<file path="config.mk">
export PLATFORM = sky130hd
export DESIGN_NAME = dcache_mem_ctrl
export DESIGN_NICKNAME = d
export VERILOG_FILES = /design/src/rtl/dcache_mem_ctrl.sv
export SDC_FILE = /design/constraint.sdc
export NUM_CORES = 1
export LEC_CHECK = 0
export ABC_AREA = 0
export ABC_CLOCK_PERIOD_IN_PS = 9700
export CAP_MARGIN = 20
export CORE_MARGIN = 2
export CORE_UTILIZATION = 58
export CTS_BUF_LIST = sky130_fd_sc_hd__clkbuf_8 sky130_fd_sc_hd__clkbuf_16
export DETAILED_ROUTE_END_ITERATION = 7
export PLACE_DENSITY_LB_ADDON = 0.05
export SLEW_MARGIN = 20
export SYNTH_ARGS = -nofsm -noshare
export SYNTH_HDL_FRONTEND = slang
export SYNTH_SLANG_ARGS = --single-unit
</file>
<file path="constraint.sdc">
create_clock -name clock -period 9.7 [get_ports clock]
set_clock_uncertainty 0.1 [all_clocks]
set_input_delay 0.97 -clock clock [delete_from_list [all_inputs] [get_ports clock]]
set_output_delay 0.97 -clock clock [all_outputs]
set_load 0.05 [all_outputs]
</file>
<file path="src/rtl/dcache_mem_ctrl.sv">
// Memory-side controller for the dcache: a write queue for writebacks and write
// misses, plus MSHRs that merge read misses into single block loads and fills.
module dcache_mem_ctrl #(
  parameter int LSQSZ    = 8,
  parameter int WQ_DEPTH = 4,
  parameter int MSHR_NUM = 4
) (
  input  logic             clock,
  input  logic             reset,
  input  logic             wb_en_in,
  input  logic [15:0]      wb_addr_in,
  input  logic [63:0]      wb_data_in,
  input  logic [1:0]       wb_size_in,
  input  logic             wr_en_in,
  input  logic [15:0]      wr_addr_in,
  input  logic [63:0]      wr_data_in,
  input  logic [1:0]       wr_size_in,
  input  logic             rd_en_in,
  input  logic [15:0]      rd_addr_in,
  input  logic [1:0]       rd_size_in,
  input  logic [LSQSZ-1:0] rd_gnt_in,
  output logic             req_stall,
  output logic [1:0]       proc2mem_command,
  output logic [15:0]      proc2mem_addr,
  output logic [63:0]      proc2mem_data,
  output logic [1:0]       proc2mem_size,
  input  logic [3:0]       mem2proc_response,
  input  logic [63:0]      mem2proc_data,
  input  logic [3:0]       mem2proc_tag,
  output logic             fill_en,
  output logic [4:0]       fill_idx,
  output logic [7:0]       fill_tag,
  output logic [63:0]      fill_data,
  output logic [LSQSZ-1:0] fill_gnt
);
  localparam logic [1:0] CMD_NONE = 2'd0, CMD_LOAD = 2'd1, CMD_STORE = 2'd2;
  localparam logic [1:0] ST_FREE = 2'd0, ST_WAIT_ISSUE = 2'd1, ST_WAIT_DATA = 2'd2;
  localparam int WQ_PW = (WQ_DEPTH > 1) ? $clog2(WQ_DEPTH) : 1;
  localparam int WQ_CW = $clog2(WQ_DEPTH + 1);
  localparam int MI_W  = (MSHR_NUM > 1) ? $clog2(MSHR_NUM) : 1;
  localparam int MC_W  = $clog2(MSHR_NUM + 1);

  logic [15:0]      wq_addr_q [WQ_DEPTH], wq_addr_d [WQ_DEPTH];
  logic [63:0]      wq_data_q [WQ_DEPTH], wq_data_d [WQ_DEPTH];
  logic [1:0]       wq_size_q [WQ_DEPTH], wq_size_d [WQ_DEPTH];
  logic [WQ_PW-1:0] wq_head_q, wq_head_d, wq_tail_q, wq_tail_d;
  logic [WQ_CW-1:0] wq_cnt_q, wq_cnt_d;

  logic [1:0]       ms_st_q [MSHR_NUM], ms_st_d [MSHR_NUM];
  logic [12:0]      ms_blk_q [MSHR_NUM], ms_blk_d [MSHR_NUM];
  logic [LSQSZ-1:0] ms_mask_q [MSHR_NUM], ms_mask_d [MSHR_NUM];
  logic [3:0]       ms_tag_q [MSHR_NUM], ms_tag_d [MSHR_NUM];

  // Issue-order queue of MSHR indices: its head is always the oldest WAIT_ISSUE entry.
  logic [MI_W-1:0]  iq_q [MSHR_NUM], iq_d [MSHR_NUM];
  logic [MI_W-1:0]  iq_head_q, iq_head_d, iq_tail_q, iq_tail_d;
  logic [MC_W-1:0]  iq_cnt_q, iq_cnt_d;
  logic             iq_push;

  logic             fill_en_q, fill_en_d;
  logic [4:0]       fill_idx_q, fill_idx_d;
  logic [7:0]       fill_tag_q, fill_tag_d;
  logic [63:0]      fill_data_q, fill_data_d;
  logic [LSQSZ-1:0] fill_gnt_q, fill_gnt_d;

  logic [MSHR_NUM-1:0] hit_vec, ret_vec, free_vec;
  logic                hit_any, ret_any, free_any;
  logic [MI_W-1:0]     hit_idx, ret_idx, free_idx, load_idx;
  logic                st_acc, ld_acc;
  logic                unused_rd_bits;

  assign unused_rd_bits = ^{rd_size_in, rd_addr_in[2:0]};

  function automatic logic [WQ_PW-1:0] wq_inc(input logic [WQ_PW-1:0] p);
    return (p == WQ_PW'(WQ_DEPTH - 1)) ? '0 : p + WQ_PW'(1);
  endfunction

  function automatic logic [MI_W-1:0] iq_inc(input logic [MI_W-1:0] p);
    return (p == MI_W'(MSHR_NUM - 1)) ? '0 : p + MI_W'(1);
  endfunction

  generate
    for (genvar gi = 0; gi < MSHR_NUM; gi++) begin : g_mshr
      assign hit_vec[gi]  = (ms_st_q[gi] != ST_FREE) && (ms_blk_q[gi] == rd_addr_in[15:3]);
      assign ret_vec[gi]  = (mem2proc_tag != 4'd0) && (ms_st_q[gi] == ST_WAIT_DATA) &&
                            (ms_tag_q[gi] == mem2proc_tag);
      assign free_vec[gi] = (ms_st_q[gi] == ST_FREE);
    end
  endgenerate

  always_comb begin
    hit_any = 1'b0; ret_any = 1'b0; free_any = 1'b0;
    hit_idx = '0;   ret_idx = '0;   free_idx = '0;
    for (int i = MSHR_NUM - 1; i >= 0; i--) begin
      if (hit_vec[i])  begin hit_any  = 1'b1; hit_idx  = MI_W'(i); end
      if (ret_vec[i])  begin ret_any  = 1'b1; ret_idx  = MI_W'(i); end
      if (free_vec[i]) begin free_any = 1'b1; free_idx = MI_W'(i); end
    end
  end

  // Output process: command comes purely from registered state.
  always_comb begin
    proc2mem_command = CMD_NONE;
    proc2mem_addr    = '0;
    proc2mem_data    = '0;
    proc2mem_size    = '0;
    load_idx         = iq_q[iq_head_q];
    if (wq_cnt_q != '0) begin
      proc2mem_command = CMD_STORE;
      proc2mem_addr    = wq_addr_q[wq_head_q];
      proc2mem_data    = wq_data_q[wq_head_q];
      proc2mem_size    = wq_size_q[wq_head_q];
    end else if (iq_cnt_q != '0) begin
      proc2mem_command = CMD_LOAD;
      proc2mem_addr    = {ms_blk_q[load_idx], 3'b000};
      proc2mem_size    = 2'd3;
    end
  end

  assign req_stall = (wq_cnt_q >= WQ_CW'(WQ_DEPTH - 1)) || !free_any;
  assign st_acc    = (proc2mem_command == CMD_STORE) && (mem2proc_response != 4'd0);
  assign ld_acc    = (proc2mem_command == CMD_LOAD) && (mem2proc_response != 4'd0);

  always_comb begin
    wq_addr_d = wq_addr_q; wq_data_d = wq_data_q; wq_size_d = wq_size_q;
    wq_head_d = wq_head_q; wq_tail_d = wq_tail_q; wq_cnt_d  = wq_cnt_q;
    ms_st_d   = ms_st_q;   ms_blk_d  = ms_blk_q;  ms_mask_d = ms_mask_q; ms_tag_d = ms_tag_q;
    iq_d      = iq_q;      iq_head_d = iq_head_q; iq_tail_d = iq_tail_q;
    iq_push   = 1'b0;
    fill_en_d = 1'b0; fill_idx_d = '0; fill_tag_d = '0; fill_data_d = '0; fill_gnt_d = '0;

    // Room is judged before this cycle's pop, so a full queue never overwrites its head.
    if (st_acc) wq_head_d = wq_inc(wq_head_q);
    if (wb_en_in && (wq_cnt_d < WQ_CW'(WQ_DEPTH))) begin
      wq_addr_d[wq_tail_d] = wb_addr_in;
      wq_data_d[wq_tail_d] = wb_data_in;
      wq_size_d[wq_tail_d] = wb_size_in;
      wq_tail_d = wq_inc(wq_tail_d);
      wq_cnt_d  = wq_cnt_d + WQ_CW'(1);
    end
    if (wr_en_in && (wq_cnt_d < WQ_CW'(WQ_DEPTH))) begin
      wq_addr_d[wq_tail_d] = wr_addr_in;
      wq_data_d[wq_tail_d] = wr_data_in;
      wq_size_d[wq_tail_d] = wr_size_in;
      wq_tail_d = wq_inc(wq_tail_d);
      wq_cnt_d  = wq_cnt_d + WQ_CW'(1);
    end
    if (st_acc) wq_cnt_d = wq_cnt_d - WQ_CW'(1);

    if (ld_acc) begin
      ms_st_d[load_idx]  = ST_WAIT_DATA;
      ms_tag_d[load_idx] = mem2proc_response;
      iq_head_d          = iq_inc(iq_head_q);
    end
    if (rd_en_in) begin
      if (hit_any) begin
        ms_mask_d[hit_idx] = ms_mask_q[hit_idx] | rd_gnt_in;
      end else if (free_any) begin
        ms_st_d[free_idx]   = ST_WAIT_ISSUE;
        ms_blk_d[free_idx]  = rd_addr_in[15:3];
        ms_mask_d[free_idx] = rd_gnt_in;
        iq_d[iq_tail_q]     = free_idx;
        iq_tail_d           = iq_inc(iq_tail_q);
        iq_push             = 1'b1;
      end
    end
    // Fill uses the post-merge mask so a same-cycle merge is granted too.
    if (ret_any) begin
      fill_en_d          = 1'b1;
      fill_idx_d         = ms_blk_q[ret_idx][4:0];
      fill_tag_d         = ms_blk_q[ret_idx][12:5];
      fill_data_d        = mem2proc_data;
      fill_gnt_d         = ms_mask_d[ret_idx];
      ms_st_d[ret_idx]   = ST_FREE;
      ms_mask_d[ret_idx] = '0;
    end
    iq_cnt_d = iq_cnt_q + MC_W'(iq_push) - MC_W'(ld_acc);
  end

  always_ff @(posedge clock) begin
    if (reset) begin
      wq_head_q   <= '0;
      wq_tail_q   <= '0;
      wq_cnt_q    <= '0;
      ms_st_q     <= '{default: ST_FREE};
      ms_mask_q   <= '{default: '0};
      iq_head_q   <= '0;
      iq_tail_q   <= '0;
      iq_cnt_q    <= '0;
      fill_en_q   <= 1'b0;
      fill_idx_q  <= '0;
      fill_tag_q  <= '0;
      fill_data_q <= '0;
      fill_gnt_q  <= '0;
    end else begin
      wq_head_q   <= wq_head_d;
      wq_tail_q   <= wq_tail_d;
      wq_cnt_q    <= wq_cnt_d;
      ms_st_q     <= ms_st_d;
      ms_mask_q   <= ms_mask_d;
      iq_head_q   <= iq_head_d;
      iq_tail_q   <= iq_tail_d;
      iq_cnt_q    <= iq_cnt_d;
      fill_en_q   <= fill_en_d;
      fill_idx_q  <= fill_idx_d;
      fill_tag_q  <= fill_tag_d;
      fill_data_q <= fill_data_d;
      fill_gnt_q  <= fill_gnt_d;
    end
  end

  // Payload storage is only ever read under a valid count/state, so it needs no reset.
  always_ff @(posedge clock) begin
    wq_addr_q <= wq_addr_d;
    wq_data_q <= wq_data_d;
    wq_size_q <= wq_size_d;
    ms_blk_q  <= ms_blk_d;
    ms_tag_q  <= ms_tag_d;
    iq_q      <= iq_d;
  end

  assign fill_en   = fill_en_q;
  assign fill_idx  = fill_idx_q;
  assign fill_tag  = fill_tag_q;
  assign fill_data = fill_data_q;
  assign fill_gnt  = fill_gnt_q;
endmodule

</file>
==> After elaboration in Yosys (flattened, before gate mapping) <==
Cells that the tools add are included.
{ "op_classes": {"n_mul": 0, "n_mux": 125, "n_lt_le_gt_ge": 19, "bitwise_logic": 22, "shift": 0, "n_div": 0, "eq_ne": 19, "reduce_logical": 39, "n_addsub": 10} }
{ "ops": {"columns": ["op", "n"], "rows": [
  ["bitwise mux 256 bit", 2],
  ["two-way mux 256 bit", 2],
  ["two-way mux 64 bit", 7],
  ["demux 64 bit (select 2 bit)", 2],
  ["binary-select mux 64 bit (select 2 bit)", 1],
  ["bitwise mux 64 bit", 2],
  ["two-way mux 32 bit", 4],
  ["two-way mux 8 bit", 14],
  ["two-way mux 16 bit", 6],
  ["two-way mux 13 bit", 5],
  ["bitwise mux 32 bit", 2],
  ["demux 16 bit (select 2 bit)", 2],
  ["two-way mux 2 bit", 32],
  ["binary-select mux 13 bit (select 2 bit)", 2],
  ["bitwise mux 52 bit", 1],
  ["== test 13 bit", 4],
  ["demux 8 bit (select 2 bit)", 3],
  ["AND 32 bit", 1],
  ["binary-select mux 16 bit (select 2 bit)", 1],
  ["binary-select mux 8 bit (select 2 bit)", 2],
  ["NOT 32 bit", 1],
  [">= comparator 3 bit (second input constant)", 9],
  ["NOT 2 -> 3 bit", 9],
  ["demux 13 bit (select 2 bit)", 1],
  ["35 further kinds", 119]
]} }
{ "word_totals": {"regBits": 544, "romBits": 0, "word_cells": 277, "ramBits": 0, "out_inout_bits": 171, "mem_count": 0, "latch_bits": 0, "input_bits": 267} }

==> Logic depth before layout (Yosys ltp) <==
{ "logic_depth": {"depth_word": 18, "mapped_depth": 15, "mapped_depth_nobuf": 14} }

==> Least setup slack after synthesis <==
Ideal clock, no wire load.
{ "synth_path": {"path_kind": "input -> register", "start": "input rd_addr_in[14]", "end": "register iq_cnt_q[2]", "n_path_buf": 0, "arrival_ns": 3.323, "setup_ns": 0.128, "path_stages": 14, "required_time_ns": 9.472, "setup_slack_ns": 6.150, "path_cell_list": "xnor2_1 -> nand4_1 -> nor4_2 -> nand4b_1 -> nor2_1 -> inv_1 -> ha_1 -> inv_1 -> ha_1 -> inv_1 -> fa_1 -> xor2_1 -> xnor2_1 -> nor2_1"} }
{ "synth_via": {"elab_chain_len": 10, "word_cells_on_any_way": 16, "cone_classes": "2 x add/sub; 4 x eq/ne; 6 x mux; 4 x reduce/logical"} }
{ "synth_lines": {"columns": ["element", "line", "source"], "rows": [
  ["start, declared", "19", "input logic [15:0] rd_addr_in,"],
  ["== test 13 bit", "84", "assign hit_vec[gi] = (ms_st_q[gi] != ST_FREE) && (ms_blk_q[gi] == rd_addr_in[15:3]);"],
  ["logical AND 1 bit", "84", null],
  ["two-way mux 1 bit (3 in series)", "95", "if (hit_vec[i]) begin hit_any = 1'b1; hit_idx = MI_W'(i); end"],
  ["two-way mux 1 bit (*)", "95", null],
  ["two-way mux 1 bit (*)", "156", "if (hit_any) begin"],
  ["two-way mux 1 bit (*)", "155", "if (rd_en_in) begin"],
  ["adder 3 x 1 -> 3 bit (*)", "177", "iq_cnt_d = iq_cnt_q + MC_W'(iq_push) - MC_W'(ld_acc);"],
  ["subtractor 3 x 1 -> 3 bit (*)", "177", null],
  ["end signal, assigned", "203", "iq_cnt_q <= iq_cnt_d;"],
  ["end, declared", "57", "logic [MC_W-1:0] iq_cnt_q, iq_cnt_d;"]
]} }
Mark *: on every way between the ends. The rest lies on a longest branch, timed or not.
A chain may end at the register's enable or synchronous reset.

==> Worst setup path after layout <==
{ "layout_path": {"start": "register wq_head_q[0]", "end": "output proc2mem_data[38]"} }
{ "layout_via": {"elab_chain_len": 5} }
{ "layout_lines": {"columns": ["element", "line", "source"], "rows": [
  ["start, declared", "46", "logic [WQ_PW-1:0] wq_head_q, wq_head_d, wq_tail_q, wq_tail_d;"],
  ["start signal, assigned", "196", "wq_head_q <= wq_head_d;"],
  ["NOT 2 -> 3 bit (not written as such)", "111", "proc2mem_data = wq_data_q[wq_head_q];"],
  ["binary-select mux 64 bit (select 2 bit)", "111", null],
  ["two-way mux 64 bit (not written as such) (2 in series)", "111", null],
  ["two-way mux 64 bit", "108", "if (wq_cnt_q != '0) begin"],
  ["end, declared", "25", "output logic [63:0] proc2mem_data,"]
]} }
Every way passes these cells. The select of a mux whose other input is x is not followed.

==> qor.yml <==
p_seq_share_pct: 32.9
seq_area_um2: 11700
placedInstanceArea_um2: 29900
m1WireLength_mm: 28.2
cp_common_cell: "buf_4"
vdd_drop_max_uv: 344
routedWlPerCell_um: 21.0
combPwrFrac_pct: 47.8
grt_pass1_wl_mm: 111
end_kind: "output pin"
clk_pin_slew_worst_paths_ps: 60
cp.depth: 5
wl_met2_mm: 35.7
firstDrtPassIters: 8
drcViolationCount: 0
crit_arrival_ps: 4120
path_buf_inv: 3
crit_type: "reg2out"
fmax_ghz: 0.193
grt_usage_pct: 31.5
die_area_um2: 45300
ctsHoldBuffers: 0
slowest_delay_ps: 760
core_um2: 43100
synth_edf_count: 76
slew_viol_final: 0
rr_worst_depth: 14
cp_slowest_cell: "clkdlybuf4s50_1"
path_cells: "buf_4 -> buf_4 -> mux4_2 -> and2_1 -> clkdlybuf4s50_1"
worst_pin_slew_ps: 1150
die_h_um: 213
cap_viol_max_count: 0
tritoncts: "built"
clk_path_buf_depth: 3
first_iter_violations: 1819
vias: 20600
synth-seq-cells: 544
die_w_um: 213
dpl.cell_count: 3363
fillers: 3084
multi_input_area_um2: 13000
hold_class: "reg2reg"
critPathRequiredTime_ps: 8630
slew_headroom_pct: 22.8
critPathMaxFanout: 32
utilization_pct: 73.8
setup_tns_ps: 0
grt_pass1_vias: 20500
antenna_found_initial: 15
via_per_inst: 5.92
hold_viol_final: 0
whs_ps: 387
clk_latency_ps: 600
seq_area_frac_synth_pct: 46.0
fin_crit_ps: 5190
fin_crit_sh_pct: 53.5
rsz0062_at_grt: "false"
htreeDepth: 2
place_congestion: 0.920
initial_core_util_pct: 58.8
top_layer_used: "met5"
drtAntennaViolNets: 0
start_kind: "flop"
layout-drive-gt1-share_pct: 8.06
met3_length_mm: 6.26
p_sw_share_pct: 40.0
power.net_switching_mw: 4.38
syn_area_per_cell_um2: 10.1
io_buffers: 432
status: "completed"
p_int_mw: 6.57
grt_max_degree: 104
p_clk_share_pct: 19.3
grt_overflow: 0
cts_buffers: 55
rows: 76
post_cts_buffers: 0
cts_root_buf: "clkbuf_16"
power.density_nw_per_um2: 345
synth-main-ff-cell: "dfxtp_1"
ios: 438
syn_nets: 2796
wl_mm: 72.9
synth_cell_types: 65
path_delay_family: "buffers and inverters"
synth_cells: 2507
static-leakage-power_nw: 14.0
syn_area_um2: 25300
ys_async_sr_fraction_pct: 0
area_growth_pct: 25.5
hold_depth: 2
setup_violations: 0
yosys_warnings: 0
post-dp-hpwl_mm: 47.4
fin_nets: 3125
ctsResizeCount: 0
fin_cells: 3475
clock-sinks: 544
fin_area_um2: 31800
==> cell type report <==
type | instances | area share (%)
antenna | 13 | 0.102
sequential | 544 | 36.7
multi-input combinational | 1762 | 40.8
tap | 585 | 2.30
inverter | 22 | 0.260
timing repair buffer | 451 | 14.1
clock buffer | 67 | 4.92
clock inverter | 31 | 0.772
==> synthesized netlist by cell type (6+ instances only) <==
cell       count  share of area [%]
buf_1         18               0.27
nand4_1       16               0.40
a211oi_1       6               0.18
inv_1         22               0.33
nand3_1       11               0.22
edfxtp_1      76                9.0
nor3b_1        7               0.21
o22ai_1       10               0.25
a22o_1        13               0.45
a222oi_1      16               0.63
a22oi_1        6               0.18
nand2_1       64               0.95
mux4_2        97                8.6
o21ai_0       20               0.40
clkbuf_1     150                2.2
mux2i_1      337                 13
nand2b_1       6               0.15
o2111ai_1      7               0.24
nor3_1        11               0.22
ha_1          21                1.0
xor2_1        44                1.5
and2_1       145                3.6
o211a_1       10               0.40
or3_1         10               0.25
xnor2_1       26               0.90
o211ai_1       7               0.21
o221ai_1       7               0.24
nor2_1       403                6.0
a21oi_1      360                7.1
nor2b_1        6               0.15
dfxtp_1      468                 37
buf_2         10               0.20
nor4_1        25               0.62
a21boi_0       8               0.24
==> path summary, 6_finish.rpt <==
check / start / endpoint / slack (ps)
worst max-delay path: wq_head_q[0]$_SDFFE_PP0P_ / proc2mem_data[38] / 4510
worst min-delay path: ms_mask_q[27]$_SDFF_PP0_ / ms_mask_q[27]$_SDFF_PP0_ / 390
worst max register to register: ms_st_q[6]$_SDFF_PP0_ / iq_cnt_q[2]$_SDFF_PP0_ / 5440
worst min register to register: ms_mask_q[27]$_SDFF_PP0_ / ms_mask_q[27]$_SDFF_PP0_ / 390
==> routing by layer <==
layer,vias up,track usage [%]
li1,9674,-
met1,9947,37.7
met2,755,53.4
met3,172,8.18
met4,10,14.0
met5,-,0
==> sequential cells by signal (all words and copies together), names as in the netlist, 5 cells and up <==
name / count
ms_st_q: 8
iq_q: 8
wq_addr_q: 64
fill_data: 64
ms_mask_q: 32
wq_data_q: 256
ms_blk_q: 52
fill_idx: 5
wq_size_q: 8
ms_tag_q: 16
fill_tag: 8
fill_gnt: 8
==> cell families after synthesis <==
kind of cell | count (synthesis) | share of synthesized area (%)
and+or+nand+nor | 726 | 13.5
AOI/OAI and AO/OA | 508 | 11.8
xor gates and xnor gates | 71 | 2.49
buffers and inverters | 201 | 3.04
adders and majority gates | 22 | 1.12
DFF | 544 | 46.0
muxes | 435 | 22.0
==> power groups by stage <==
stage	clock (mW)	combinational (mW)	sequential (mW)
after floorplan	0	3.79	3.45
after global placement	0	5.08	3.57
after detailed placement	0	5.19	3.63
after CTS	2.15	5.23	3.59
after global routing	2.24	5.58	3.69
final	2.12	5.23	3.60
==> worst register-to-register path: cells and delay by family, from the launching register on <==
family,cells,cell delay [ps]
buf+inv,3,200
simple gates,6,2340
xor+xnor,2,310
fa+ha+maj,3,810
flops,1,360
==> cells in the final DEF (no fill, tap or decap), types with 6 or more instances in the layout <==
cell type        netlist  layout
a211oi_1               6       6
a21boi_0               8       8
a21oi_1              360     360
a222oi_1              16      16
a22o_1                13      13
a22oi_1                6       6
and2_1               145     145
buf_4                  0      17
clkbuf_16              0      57
clkbuf_8               0      10
clkdlybuf4s50_1        0     432
clkinv_2               0      12
dfxtp_1              468     466
diode_2                0      13
edfxtp_1              76      76
ha_1                  21      21
inv_1                 22      33
mux2i_1              337     337
mux4_2                97      97
nand2_1               64      56
nand2_4                0       8
nand2b_1               6       6
nand3_1               11      11
nand4_1               16      16
nor2_1               403     403
nor3_1                11       9
nor3b_1                7       7
nor4_1                25      25
o2111ai_1              7       7
o211a_1               10      10
o211ai_1               7       7
o21ai_0               20      20
o221ai_1               7       7
o22ai_1               10      10
or3_1                 10      10
xnor2_1               26      26
xor2_1                44      44
==> through the flow <==
stage	setup slack [ps]	power (mW)
2_1_floorplan	6150	7.24
3_3_place_gp	3710	8.65
3_5_place_dp	3750	8.83
4_1_cts	4370	11.0
5_1_grt	4200	11.5
6_report	4510	10.9
No activity file was read; power rests on OpenSTA's default activity.
==> patch (config.mk and constraints unchanged) <==
`MSHR_NUM`: 4 -> 2.
--- a/src/rtl/dcache_mem_ctrl.sv
+++ b/src/rtl/dcache_mem_ctrl.sv
@@ -4,5 +4,5 @@
   parameter int LSQSZ    = 8,
   parameter int WQ_DEPTH = 4,
-  parameter int MSHR_NUM = 4
+  parameter int MSHR_NUM = 2
 ) (
   input  logic             clock,
Check against the original RTL: not equivalent (a bounded check fails within 4 cycles, from zero or initial values and one cycle with reset high).
==> patch against the original RTL <==
  * Final area decreased by 13%
  * Sequential cell count decreased by 63
  * Area after synthesis decreased by 15%
  * Non-clock buffer count decreased by 2
  * Worst setup slack improved by 0.43 ns
  * Maximum frequency increased by 9.0%
  * Combinational power decreased by 4.6%
  * Die area decreased by 15%
  * Total power decreased by 8.0%
  * Routed wire length decreased by 17%
  * Largest power group unchanged
==> patch: results (changes against the original RTL) <==
[placement]
place_congestion = 0.860  ; -6.5%
placedInstanceArea_um2 = 26000  ; -13%
hpwl_mm = 39.1  ; -17%
place_worst_setup_slack_ns = 4.47  ; +0.725 ns

[global_route]
grt_pass1_wl_mm = 93.0  ; -16%
grt_antenna_before_repair = 21  ; +6
globalRouteMet2Util_pct = 51.8  ; -1.5 points
grt_max_degree = 97  ; -6.7%
globalRouteMet1Util_pct = 35.4  ; -2.2 points
grt.met3_usage_pct = 9.29  ; +1.1 points
grtUsageTotal_pct = 30.7  ; -0.78 points

[synth]
netlist.area_leader.share_pct = 41.3  ; +4.3 points
ys.warnings.count = 0  ; unchanged
synth.mux.area_fraction_pct = 24.6  ; +2.6 points
synth_cell_types = 48  ; -26%
synthAdderAreaFrac_pct = 0.929  ; -0.19 points
yosysSeqAreaShare_pct = 46.3  ; +0.30 points
syn_area_um2 = 21600  ; -15%
synth_commonest_cells = 445 x dfxtp_1, 371 x nor2_1, 345 x mux2i_1, 343 x a21oi_1, 94 x clkbuf_1
mappedNetlistNets = 2426  ; -13%
synth_compound_gate_area_share_pct = 10.6  ; -1.2 points
synth-edff-count = 36  ; -53%
yosys.area_share.xor_xnor_pct = 1.63  ; -0.86 points
synth_ff_type = dfxtp_1
synth.top_cells.by_area = dfxtp_1 41%, mux2i_1 16%, mux4_2 8.6%

[drt]
first_iter_violations = 1003  ; -45%
number_of_optimization_iterations_in_the_first_detailed_route_pass = 5  ; -3
detailroute.wirelength.met3_mm = 5.35  ; -15%
route.met2.wl_mm = 29.7  ; -17%
avgRoutedWirePerCell_um = 20.2  ; -3.8%
drt-met1-wl_mm = 23.2  ; -18%

[cts]
insertion_delay_of_the_later_clocked_pin_in_the_worst_skew_pair_ns = 0.59
numCtsBuffers = 49  ; -11%

[pwr]
total_leakage_power_uw = 0.0126  ; -10%
max-vdd-ir-drop_mv = 0.291  ; -15%

[cells_and_area]
layout.nets = 2773  ; -11%
fillerInstances = 2592  ; -16%
final_layout_size_suffix_gt1_share_pct = 7.49  ; -0.57 points

[critical_path]
max_stage_delay_ns = 0.92  ; +0.16 ns
r2r_setup_slack_ns = 5.86  ; +0.42 ns
rr_endpoint = wq_data_q[32]$_DFF_P_
critical_path_arrival_ns = 3.70  ; -0.42 ns
critPathMaxFanout = 28  ; -13%
critical_register_to_register_path_startpoint = wq_cnt_q[2]$_SDFF_PP0_
worst_r2r_path_depth = 9  ; -5

[hold_path]
worst_hold_startpoint = ms_mask_q[2]$_SDFF_PP0_
hold-path-endpoint = ms_mask_q[2]$_SDFF_PP0_

[timing]
worst_pin_slew_ns = 1.12  ; -0.0342 ns
holdWs_ns = 0.370  ; -0.0166 ns

[run_status]
outcome = finished clean

## patch: how the worst max path moves through the flow
stage	from	to	slack, ns	cells past startpoint
3_3_place_gp	wb_en_in	wq_data_q[153]$_DFF_P_	4.61	9
4_1_cts	wq_head_q[0]$_SDFFE_PP0P_	proc2mem_data[55]	4.85	4
6_report	wq_head_q[0]$_SDFFE_PP0P_	proc2mem_data[55]	4.93	4
3_5_place_dp	wb_en_in	wq_addr_q[24]$_DFF_P_	4.47	10
2_1_floorplan	wq_cnt_q[0]$_SDFF_PP0_	proc2mem_addr[10]	6.28	6
5_1_grt	wq_head_q[0]$_SDFFE_PP0P_	proc2mem_data[60]	4.72	4
## patch: stage by stage
step / utilization, % / cells
floorplan: - / 2143
global placement: 71.1 / 2906
detailed placement: 71.1 / 2906
CTS: 75.3 / 2989
global route: 75.4 / 3001
finish: 75.4 / 3008
## patch: worst register-to-register path, stage by stage, from the launching register on
cell and delay, ns:
dfxtp_1 0.37, nor2b_2 0.59, nor2_1 0.09, a21oi_1 0.35, inv_1 0.12, ha_1 0.23
nand2_4 0.70, buf_4 0.92, nor2_1 0.12, a21oi_1 0.17
## patch: power by group
group	switching (uW)	total [uW]	internal (uW)
Clock	763	1800	1040
Sequential	457	3280	2830
Combinational	2880	4990	2120
Total	4100	10100	5980
## patch: final cells by class
| cell class | instances | area, um^2 | share of cell area [%] |
|---|---|---|---|
| sequential | 481 | 10000 | 36.2 |
| inverter | 20 | 75.1 | 0.272 |
| antenna | 18 | 45.0 | 0.163 |
| timing repair buffer | 449 | 4460 | 16.2 |
| tap | 468 | 586 | 2.12 |
| multi-input combinational | 1489 | 10900 | 39.6 |
| clock buffer | 60 | 1400 | 5.07 |
| clock inverter | 23 | 124 | 0.448 |
